===== src/rtl/pipe_shifter_if.sv =====
// rtl/pipe_shifter_if.sv - request/response handshake bundle for pipe_shifter
interface pipe_shifter_if #(
    parameter int OPERAND_WIDTH = 16,
    parameter int SHAMT_WIDTH   = 4
);
    logic                     in_valid;
    logic                     in_ready;
    logic [OPERAND_WIDTH-1:0] InBS;
    logic [SHAMT_WIDTH-1:0]   ShAmt;
    logic [2:0]               ShiftOper;
    logic                     out_valid;
    logic                     out_ready;
    logic [OPERAND_WIDTH-1:0] OutBS;
    logic                     out_zero;
    logic                     CarryOut;

    modport master (
        output in_valid, InBS, ShAmt, ShiftOper, out_ready,
        input  in_ready, out_valid, OutBS, out_zero, CarryOut
    );

    modport slave (
        input  in_valid, InBS, ShAmt, ShiftOper, out_ready,
        output in_ready, out_valid, OutBS, out_zero, CarryOut
    );
endinterface


===== src/rtl/pipe_shifter.sv =====
// rtl/pipe_shifter.sv - pipelined barrel shifter (SLL/SRL/ROL/ROR/SRA) with valid/ready flow control
// Optional last-shifted-out carry output built only when SHIFTER_CARRY_EN is defined.
module pipe_shifter #(
    parameter int OPERAND_WIDTH = 16,
    parameter int SHAMT_WIDTH   = 4,
    parameter int PIPE_STAGES   = 2
) (
    input  logic           clk,
    input  logic           rst,
    pipe_shifter_if.slave  bus
);
    localparam int W = OPERAND_WIDTH;
    localparam int S = SHAMT_WIDTH;
    localparam int P = PIPE_STAGES;

    localparam logic [2:0] OP_SLL = 3'b000;
    localparam logic [2:0] OP_SRL = 3'b001;
    localparam logic [2:0] OP_ROL = 3'b010;
    localparam logic [2:0] OP_ROR = 3'b011;
    localparam logic [2:0] OP_SRA = 3'b100;

    logic         r_vld  [P];
    logic [W-1:0] r_data [P];
    logic [2:0]   r_op   [P];
    logic [S-1:0] r_amt  [P];

    logic         w_src_v   [P];
    logic [W-1:0] w_src_d   [P];
    logic [2:0]   w_src_op  [P];
    logic [S-1:0] w_src_amt [P];
    logic [W-1:0] w_nx_d    [P];
    logic [P-1:0] w_load;
    logic         w_all_full;

    function automatic logic [W-1:0] shift_level(input logic [W-1:0] d, input logic [2:0] op,
                                                 input int k);
        case (op)
            OP_SLL:  return d << k;
            OP_SRL:  return d >> k;
            OP_ROL:  return (d << k) | (d >> (W - k));
            OP_ROR:  return (d >> k) | (d << (W - k));
            OP_SRA:  return $signed(d) >>> k;
            default: return d;
        endcase
    endfunction

`ifdef SHIFTER_CARRY_EN
    logic r_cy     [P];
    logic w_src_cy [P];
    logic w_nx_cy  [P];

    // Bit that leaves the word last at this level; cascading keeps the final level's value.
    function automatic logic carry_level(input logic [W-1:0] d, input logic [2:0] op, input int k);
        logic [W-1:0] t;
        t = '0;
        case (op)
            OP_SLL:         t = d >> (W - k);
            OP_SRL, OP_SRA: t = d >> (k - 1);
            default:        t = '0;
        endcase
        return t[0];
    endfunction
`endif

    always_comb begin
        w_src_v[0]   = bus.in_valid;
        w_src_d[0]   = bus.InBS;
        w_src_op[0]  = bus.ShiftOper;
        w_src_amt[0] = bus.ShAmt;
`ifdef SHIFTER_CARRY_EN
        w_src_cy[0]  = 1'b0;
`endif
        for (int n = 1; n < P; n++) begin
            w_src_v[n]   = r_vld[n-1];
            w_src_d[n]   = r_data[n-1];
            w_src_op[n]  = r_op[n-1];
            w_src_amt[n] = r_amt[n-1];
`ifdef SHIFTER_CARRY_EN
            w_src_cy[n]  = r_cy[n-1];
`endif
        end
    end

    // Level i (shift by 2^i) is evaluated in front of register stage floor(i*P/S).
    always_comb begin
        for (int n = 0; n < P; n++) begin
            w_nx_d[n] = w_src_d[n];
`ifdef SHIFTER_CARRY_EN
            w_nx_cy[n] = w_src_cy[n];
`endif
            for (int i = 0; i < S; i++) begin
                if (((i * P) / S) == n && w_src_amt[n][i]) begin
`ifdef SHIFTER_CARRY_EN
                    w_nx_cy[n] = carry_level(w_nx_d[n], w_src_op[n], 1 << i);
`endif
                    w_nx_d[n] = shift_level(w_nx_d[n], w_src_op[n], 1 << i);
                end
            end
        end
    end

    // A stage may load unless it and every stage after it are full with the output stalled.
    always_comb begin
        w_all_full = 1'b1;
        w_load     = '0;
        for (int n = P - 1; n >= 0; n--) begin
            w_all_full = w_all_full & r_vld[n];
            w_load[n]  = bus.out_ready || !w_all_full;
        end
    end

    always_ff @(posedge clk) begin
        if (rst) begin
            for (int n = 0; n < P; n++) begin
                r_vld[n]  <= 1'b0;
                r_data[n] <= '0;
                r_op[n]   <= '0;
                r_amt[n]  <= '0;
`ifdef SHIFTER_CARRY_EN
                r_cy[n]   <= 1'b0;
`endif
            end
        end else begin
            for (int n = 0; n < P; n++) begin
                if (w_load[n]) begin
                    r_vld[n] <= w_src_v[n];
                    if (w_src_v[n]) begin
                        r_data[n] <= w_nx_d[n];
                        r_op[n]   <= w_src_op[n];
                        r_amt[n]  <= w_src_amt[n];
`ifdef SHIFTER_CARRY_EN
                        r_cy[n]   <= w_nx_cy[n];
`endif
                    end
                end
            end
        end
    end

    assign bus.in_ready  = w_load[0];
    assign bus.out_valid = r_vld[P-1];
    assign bus.OutBS     = r_data[P-1];
    assign bus.out_zero  = r_vld[P-1] && (r_data[P-1] == '0);
`ifdef SHIFTER_CARRY_EN
    assign bus.CarryOut  = r_cy[P-1];
`else
    assign bus.CarryOut  = 1'b0;
`endif
endmodule


===== src/flat_wrapper.sv =====
// flat-port wrapper written by rule: the top's interface ports become plain ports
module pipe_shifter_flat 
#(
    parameter int OPERAND_WIDTH = 16,
    parameter int SHAMT_WIDTH   = 4,
    parameter int PIPE_STAGES   = 2
)
  (clk, rst, bus_in_valid, bus_InBS, bus_ShAmt, bus_ShiftOper, bus_out_ready, bus_in_ready, bus_out_valid, bus_OutBS, bus_out_zero, bus_CarryOut);
  pipe_shifter_if #(.OPERAND_WIDTH(OPERAND_WIDTH), .SHAMT_WIDTH(SHAMT_WIDTH)) bus_i ();
  input  logic clk;
  input  logic rst;
  input wire logic [$bits(bus_i.in_valid)-1:0] bus_in_valid;
  input wire logic [$bits(bus_i.InBS)-1:0] bus_InBS;
  input wire logic [$bits(bus_i.ShAmt)-1:0] bus_ShAmt;
  input wire logic [$bits(bus_i.ShiftOper)-1:0] bus_ShiftOper;
  input wire logic [$bits(bus_i.out_ready)-1:0] bus_out_ready;
  output wire logic [$bits(bus_i.in_ready)-1:0] bus_in_ready;
  output wire logic [$bits(bus_i.out_valid)-1:0] bus_out_valid;
  output wire logic [$bits(bus_i.OutBS)-1:0] bus_OutBS;
  output wire logic [$bits(bus_i.out_zero)-1:0] bus_out_zero;
  output wire logic [$bits(bus_i.CarryOut)-1:0] bus_CarryOut;
  assign bus_i.in_valid = bus_in_valid;
  assign bus_i.InBS = bus_InBS;
  assign bus_i.ShAmt = bus_ShAmt;
  assign bus_i.ShiftOper = bus_ShiftOper;
  assign bus_i.out_ready = bus_out_ready;
  assign bus_in_ready = bus_i.in_ready;
  assign bus_out_valid = bus_i.out_valid;
  assign bus_OutBS = bus_i.OutBS;
  assign bus_out_zero = bus_i.out_zero;
  assign bus_CarryOut = bus_i.CarryOut;
  pipe_shifter #(.OPERAND_WIDTH(OPERAND_WIDTH), .SHAMT_WIDTH(SHAMT_WIDTH), .PIPE_STAGES(PIPE_STAGES)) u_core (.clk(clk), .rst(rst), .bus(bus_i));
endmodule

===== config.mk =====
export PLATFORM = sky130hd
export DESIGN_NAME = pipe_shifter_flat
export DESIGN_NICKNAME = d
export VERILOG_FILES = /design/src/rtl/pipe_shifter_if.sv /design/src/rtl/pipe_shifter.sv /design/src/flat_wrapper.sv
export SDC_FILE = /design/constraint.sdc
export NUM_CORES = 1
export LEC_CHECK = 0
export BUFFER_PORTS_ARGS = -buffer_cell sky130_fd_sc_hd__buf_2
export CORE_MARGIN = 2
export CORE_UTILIZATION = 40
export DETAILED_ROUTE_END_ITERATION = 16
export SLEW_MARGIN = 20
export SYNTH_ARGS = -nofsm -noshare
export SYNTH_HDL_FRONTEND = slang
export SYNTH_SLANG_ARGS = --single-unit

===== constraint.sdc =====
create_clock -name clk -period 2 [get_ports clk]
set_clock_uncertainty 0.15 [all_clocks]
set_input_delay 0.1 -clock clk [delete_from_list [all_inputs] [get_ports clk]]
set_output_delay 0.1 -clock clk [all_outputs]
set_load 0.01 [all_outputs]

# Yosys cells after proc, flatten, opt, wreduce, memory -nomap -nowiden
# Memory sizes are Yosys's and may differ from the RTL's.
# Cells that the tools add are included.
# Widths: inputs -> output; s select.
# totals
inputBits,27
reg_bits,0
word_cells,69
latch_bits,0
mem_count,4
ramBits,48
mem_bits_ro,0
# mem_list
name,words,width,read_ports,rd_clocked_by_memory_dff,write_ports,line,source
u_core.r_data,2,16,2,0,2,pipe_shifter.sv:23,logic [W-1:0] r_data [P];
u_core.r_amt,2,4,1,0,2,pipe_shifter.sv:25,logic [S-1:0] r_amt [P];
u_core.r_op,2,3,1,0,2,pipe_shifter.sv:24,logic [2:0] r_op [P];
u_core.r_vld,2,1,2,0,2,pipe_shifter.sv:22,logic r_vld [P];
# classes
n_eq_ne,8
reduce_logical,9
mux,32
n_bitwise,16
addsub,0
magnitude_cmp,0
div_mod_pow,0
n_mul,0
shift,0
# ops
operator,count
$pmux 16 s5,3
$mux 16,6
$pmux 16 s4,1
$mux 1,18
$logic_not 16->1,1
$or 12x16->16,1
$or 14x16->16,1
$or 15x16->16,1
$or 16x1->16,1
$or 16x2->16,1
$or 16x4->16,1
$or 16x8->16,1
$eq 3x2->1 const B,4
$mux 4,2
$or 1x1->1,8
$eq 3x1->1 const B,2
$eq 3x3->1 const B,2
$logic_not 3->1,2
$mux 3,2
$logic_not 1->1,2
$logic_or 1x1->1,2
$reduce_or 2->1,1
$and 1x1->1,1
$logic_and 1x1->1,1

# Logic depth before layout (Yosys ltp)
# Gate-level depths: netlist of the first run.
# An unclocked memory read counts as a cell.
# depth
ltp_word,8
mapped_depth,7
ltp_nobuf,4

# Least setup slack after synthesis of the first run
# OpenSTA, ideal clock, no wires.
# synth_timing
kind,reg2reg
start,"memory u_core.r_vld[1][0], in the netlist u_core.r_vld[0][1]"
end,"memory u_core.r_amt[0][2] (netlist name), enable pin"
stages_incl_launch_ff,6
period_less_slack_ps,1997
arrival_ps,1466
path_slack_ps,3
cell_sequence,edfxtp_1 and3b_1 buf_6 inv_1 nand2_1 nand2b_1
# synth_lines
element,line
start: declaration,pipe_shifter.sv:22
end: declaration,pipe_shifter.sv:25

==> out/metrics.csv, run 1 <==
metric;value;unit
final std cells w/o fill;634;
share of cells above drive strength 1;28.32;%
top cells by area, synth;edfxtp_1 30%, buf_4 4.9%, o21ai_0 4.7%;
power per cell area;569.0;nW/um^2
Synth top area share;30.28;%
Critical path buffers and inverters;2;
clk slew on worst S/H paths;90;ps
Tot GR Track Use;21.56;%
Top delay family on crit path;simple AND/OR/NAND/NOR gates;
input/output buffers;45;
Routed Wire Length;10.93;mm
clk sink count;39;
maxcap violations;0;
met1 GRT Util;27.58;%
fin crit share;96.72;%
Final ANT Viol Nets;0;
post-layout util;48.83;%
CTS root buf;clkbuf_8;
clock latency on the worst-skew pair;300;ps
first-pass GRT wire length;18.04;mm
Yosys top cell by area;edfxtp_1;
max incr delay on CP;400;ps
EDFF count, synth;39;
distinct cell type count after synthesis;64;
clk buf depth;2;
vias in the first global route;3551;
GRT met3 Usage;2.257;%
Worst R2R Start;u_core.r_vld[0][0];
required time worst endpoint;1950;ps
Avg Inst Size Synth;8.556;um^2
hold_sp;bus_out_ready;
1st-iter DRT viols;215;
largest net degree at the start of global routing;49;
CTS tree;built;
synth cell count leaders;48 x nor2_1, 39 x edfxtp_1, 36 x o21ai_0;
Fillers;889;
#FFs+latches synth;39;
Starting Density;41.46;%
site row count;35;
RD Place Congestion;0.9223;
Slew @ Worst Pin;654.0;ps
Worst slew margin;56.16;%
count of final max-slew check failures;0;
Final Instance Area;4554;um^2
hpwl dp;8.308;mm
Mapped Cells;452;
outcome;complete, no violations;
Critical Path AT;1880;ps
worst-path cell chain;and3b_2, buf_12, nor2_2, o211ai_2, buf_4, o32ai_1;
total I/O pin count;47;
mapped cell area;3867;um^2
GRT overflow;0;
sequential area share after synthesis;30.28;%
Residual DRC;0;
RSZ-0062 raised after global routing;true;
Leak;1.694;nW
chip width;102.3;um
Num CTS Buffers;5;
Peak Freq;516.9;MHz
initial antenna violation count;0;
Max VDD drop;0.2827;mV
via count;3837;
drt wl/cell;17.23;um
CP Max Fanout;7;
number of synthesis warnings;0;
final setup vio count;0;
Die Y;102.3;um
# diodes;0;
top-count cell post-synth;nor2_1;
Hold Path Class;primary input to flop;
die area;10470;um^2
Layout Nets;531;
crit start category;flop;
GR peak layer;met2;
TritonRoute pass-1 iters;4;
Fin. Hold Viols;0;
Via-to-Cell Ratio;6.052;
crit path from;u_core.r_vld[0][0];
top_reg_cell synth;edfxtp_1;
met2 usage;38.26;%
kind of critical path;flop to flop;
DP Cell Count;618;
Async SR Flop Fraction;0;%
H-tree levels;2;
total core area;9328;um^2
Syn Nets;479;
Worst Setup End Kind;flop;
area grow syn2layout;17.76;%
Post-DP Area;4280;um^2
clock period minus worst slack;1934;ps
CP max-delay cell;edfxtp_1;
-- worst reg2reg max path: cells and delay by family (launching register included) --
| kind | cells | cell delay (ps) |
|---|---|---|
| and+or+nand+nor | 2 | 440 |
| AOI/OAI and AO/OA | 2 | 420 |
| DFF | 1 | 400 |
| buffers and inverters | 2 | 330 |
-- final cells by class --
cell class	count	area, um^2	area share, %
Multi-Input combinational cell	343	2335	51.26
Sequential cell	39	1171	25.71
Timing Repair Buffer	104	733.2	16.10
Tap cell	129	161.4	3.544
Clock buffer	5	68.82	1.511
Clock inverter	3	43.79	0.9615
Inverter	11	41.29	0.9066
-- through the flow --
| step | setup WS [ps] | TNS, ps | hold WS, ps | power (mW) |
|---|---|---|---|---|
| floorplan | 2.825 | 0 | 135.0 | 1.651 |
| finish | 65.50 | 0 | 9.308 | 2.591 |
| global route | -12.95 | -38.35 | 32.98 | 2.738 |
| global placement | -33.48 | -40.75 | 225.2 | 1.884 |
| detailed placement | -13.30 | -22.73 | 233.1 | 1.896 |
| CTS | 9.200 | 0 | 6.552 | 2.564 |
-- registers in the layout (all words and copies together) (netlist names) --
register,cells
u_core.r_op,3
u_core.r_amt,2
u_core.r_data,32
u_core.r_vld,2
-- cells in the final DEF, fill, tap and decap left out, types with 8 or more instances in the layout --
cell type | synthesis | final
o211ai_1 | 22 | 22
o21ai_0 | 36 | 36
o311ai_2 | 3 | 9
nor3b_1 | 21 | 21
a31oi_1 | 9 | 9
edfxtp_1 | 39 | 39
buf_4 | 25 | 50
nor2_1 | 48 | 47
nand2b_1 | 8 | 8
a21o_1 | 12 | 12
inv_1 | 11 | 11
nand2_1 | 14 | 14
buf_2 | 18 | 45
nand3_1 | 11 | 11
o311ai_1 | 17 | 15
a21oi_1 | 25 | 25
-- layer usage --
| layer | vias to the layer above | part of all wire, % |
|---|---|---|
| met5 | - | 0 |
| met4 | 0 | 2.1 |
| met3 | 15 | 4.6 |
| met2 | 131 | 50 |
| met1 | 1832 | 43 |
| li1 | 1859 | - |
-- logic make-up after synthesis --
family,after synthesis,share of synthesized area [%]
simple gates,149,21.77
buf+inv,70,11.58
other cells,1,0.09696
mux,2,0.5500
flops,39,30.28
compound gates,191,35.72
-- worst paths after layout --
check | to | slack, ps | cells after the start
worst min-delay path | u_core.r_vld[0][1] | 9 | 3
worst min register to register | u_core.r_vld[0][0] | 610 | 2
worst max register to register | u_core.r_data[0][26] | 70 | 6
worst max-delay path | u_core.r_data[0][26] | 70 | 6
-- power breakdown --
| part | total, mW | leakage [nW] | switching [mW] | internal [mW] |
|---|---|---|---|---|
| sequential | 1.07 | 0.422 | 0.0764 | 0.998 |
| combinational | 0.858 | 1.21 | 0.497 | 0.362 |
| clock | 0.659 | 0.0581 | 0.287 | 0.371 |
-- repair_timing --
action	CTS	global route
endpoints found under the hold margin	4	0
pin swaps	0	1
gates cloned	0	0
gates resized for setup	4	15
hold buffers	4	0
setup buffers	0	4
endpoints found under the setup margin	4	28
Note: power is estimated with default switching activity, not from simulation.
==> run 2, diff against run 1 <==
--- a/config.mk
+++ b/config.mk
@@ -5,10 +5,12 @@
 export SDC_FILE = /design/constraint.sdc
 export NUM_CORES = 1
 export LEC_CHECK = 0
+export ABC_AREA = 1
 export BUFFER_PORTS_ARGS = -buffer_cell sky130_fd_sc_hd__buf_2
 export CORE_MARGIN = 2
 export CORE_UTILIZATION = 40
 export DETAILED_ROUTE_END_ITERATION = 16
+export SETUP_SLACK_MARGIN = 0.15
 export SLEW_MARGIN = 20
 export SYNTH_ARGS = -nofsm -noshare
 export SYNTH_HDL_FRONTEND = slang
==> out/metrics.csv, run 2 <==
metric;value;unit
CP max-delay cell;edfxtp_1;
Starting Density;41.81;%
Top delay family on crit path;simple AND/OR/NAND/NOR gates;
FF-to-FF End;u_core.r_data[0][25];
Critical path buffers and inverters;3;
clock period minus worst slack;1853;ps
total I/O pin count;47;
worst-path cell chain;buf_6, buf_4, nor2_1, buf_4, nand2_1, nand3_4, nand3_2, nand2_2, nand2_2, a21oi_2;
Top Registers;u_core.r_data (32), u_core.r_op (3);
sequential area share after synthesis;35.88;%
Fillers;797;
clock latency on the worst-skew pair;290;ps
Leak;1.960;nW
area of the multi-input gates;1928;um^2
outcome;complete, no violations;
maxcap violations;0;
clk buf depth;2;
CP Max Fanout;4;
hpwl dp;6.621;mm
input/output buffers;45;
TritonRoute pass-1 iters;4;
number of flip-flops under the largest register name;32;
CTS root buf;clkbuf_8;
FF+latch area;1171;um^2
most frequent cells in the layout;155 x nand2_1, 91 x nand3_1, 46 x inv_1;
site row count;32;
Final Instance Area;4164;um^2
Setup TNS Final;0;ps
Residual DRC;0;
first-pass GRT wire length;15.01;mm
pre-CTS setup slack;-34.62;ps
total core area;7807;um^2
top cells by area, synth;edfxtp_1 36%, nand2_1 19%, nand3_1 16%;
Worst Setup End Kind;flop;
largest net degree at the start of global routing;32;
die area;8899;um^2
Post-DP Area;3580;um^2
count of final max-slew check failures;0;
Reg2Reg Setup Slack;150;ps
number of synthesis warnings;0;
mapped cell area;3264;um^2
Reg2Reg Depth;10;
initial antenna violation count;0;
clk slew on worst S/H paths;90;ps
H-tree levels;2;
Sw Ratio;36.83;%
RD Place Congestion;0.9520;
Worst Slack Setup Final;147.5;ps
Worst R2R Start;u_core.r_op[0][0];
RSZ-0062 raised after global routing;true;
Avg Inst Size Synth;6.703;um^2
power per cell area;639.1;nW/um^2
Max VDD drop;0.2370;mV
GRT overflow;0;
crit path from;u_core.r_op[0][0];
max incr delay on CP;500;ps
crit start category;flop;
Syn Nets;514;
Seq pwr share;41.4;%
drt wl/cell;14.35;um
top_reg_cell synth;edfxtp_1;
synth cell count leaders;165 x nand2_1, 104 x nand3_1, 47 x inv_1;
power share of the clock group;19.9;%
Async SR Flop Fraction;0;%
kind of critical path;flop to flop;
clk sink count;39;
Fin. Hold Viols;0;
Mapped Cells;487;
Die Y;94.34;um
Num CTS Buffers;5;
Biggest register;u_core.r_data;
distinct cell type count after synthesis;28;
Routed Wire Length;9.329;mm
Synth top area share;35.88;%
Via-to-Cell Ratio;5.214;
CP Depth;10;
# diodes;0;
1st-iter DRT viols;219;
Critical Path AT;1870;ps
Pint;1.681;mW
Layout Nets;574;
top-count cell post-synth;nand2_1;
required time worst endpoint;2020;ps
Tot GR Track Use;21.22;%
Final Total Pwr;2.661;mW
Switch Pwr;0.9802;mW
Peak Freq;539.8;MHz
area grow syn2layout;27.56;%
Yosys top cell by area;edfxtp_1;
Final Hold Slack;17.61;ps
Hold Path Class;primary input to flop;
worst setup path end;u_core.r_data[0][25];
CTS tree;built;
vias in the first global route;3303;
final setup vio count;0;
via count;3389;
#FFs+latches synth;39;
combinational fraction of design power;38.6;%
share of cells above drive strength 1;29.93;%
fin crit share;92.63;%
commonest non-fill, non-tap cell in the layout;nand2_1;
Final ANT Viol Nets;0;
chip width;94.34;um
EDFF count, synth;39;
-- run 2: changes by cell type after synthesis, sizes merged, moves of 25 or more --
cell	before	now
inv	11	48
nand2	15	168
nand3	11	108
nor2	51	26
o21ai	45	4
o311ai	27	0
-- run 2: power groups by stage --
| stage | clock [mW] | sequential, mW | combinational (mW) |
|---|---|---|---|
| 6_report | 0.530 | 1.10 | 1.03 |
| 4_1_cts | 0.536 | 1.09 | 0.863 |
| 3_3_place_gp | 0 | 1.11 | 0.807 |
| 2_1_floorplan | 0 | 1.08 | 0.618 |
| 5_1_grt | 0.569 | 1.11 | 1.14 |
| 3_5_place_dp | 0 | 1.11 | 0.814 |
-- run 2: repair_timing --
action                     CTS  global route
buffers inserted             8            12
pin swaps                    3            12
hold endpoints to repair     3             0
setup endpoints to repair   28            33
resized for setup           11            58
gates cloned                 0             1
hold buffers                 3             0
-- run 2: cell families after synthesis --
family / count (synthesis) / share of synthesized area [%]
DFF: 39 / 35.88
buffers and inverters: 84 / 12.61
AOI/OAI and AO/OA: 41 / 6.938
other: 1 / 0.1149
and+or+nand+nor: 322 / 44.46
-- run 2: area by class of cell --
cell class                      instances  area share, %
Clock inverter                          2         0.3005
Inverter                               50          4.748
Tap cell                              102          3.065
Timing Repair Buffer                   87          15.72
Sequential cell                        39          28.12
Multi-Input combinational cell        364          46.30
Clock buffer                            6          1.743
-- run 2: how the worst min path moves through the flow --
stage                           startpoint                  to  depth (start not counted)
final                     bus_ShiftOper[0]   u_core.r_op[0][0]                          3
after global routing      bus_ShiftOper[1]   u_core.r_op[0][1]                          3
after CTS                 bus_ShiftOper[0]   u_core.r_op[0][0]                          3
after detailed placement      bus_ShAmt[2]  u_core.r_amt[0][2]                          3
after global placement        bus_ShAmt[2]  u_core.r_amt[0][2]                          3
after floorplan               bus_ShAmt[2]  u_core.r_amt[0][2]                          2
-- run 2: per-stage QoR --
step           utilization [%]  std cells
5_1_grt                  53.33        650
3_3_place_gp             45.85        618
3_5_place_dp             45.85        618
4_1_cts                  48.59        637
6_report                 53.33        650
2_1_floorplan                -        487
-- run 2: worst min-delay path: cells and delay by family --
family                 cells  cell delay [ps]
buffers and inverters      2              160
AND/OR/NAND/NOR            1               90
-- run 2: metal layers --
metal,routed length (um),GRT usage [%],up-vias
li1,-,-,1698
met4,297,9.903,0
met1,3807,25.34,1552
met2,4713,37.80,112
met3,511,2.793,27
met5,0,0,-
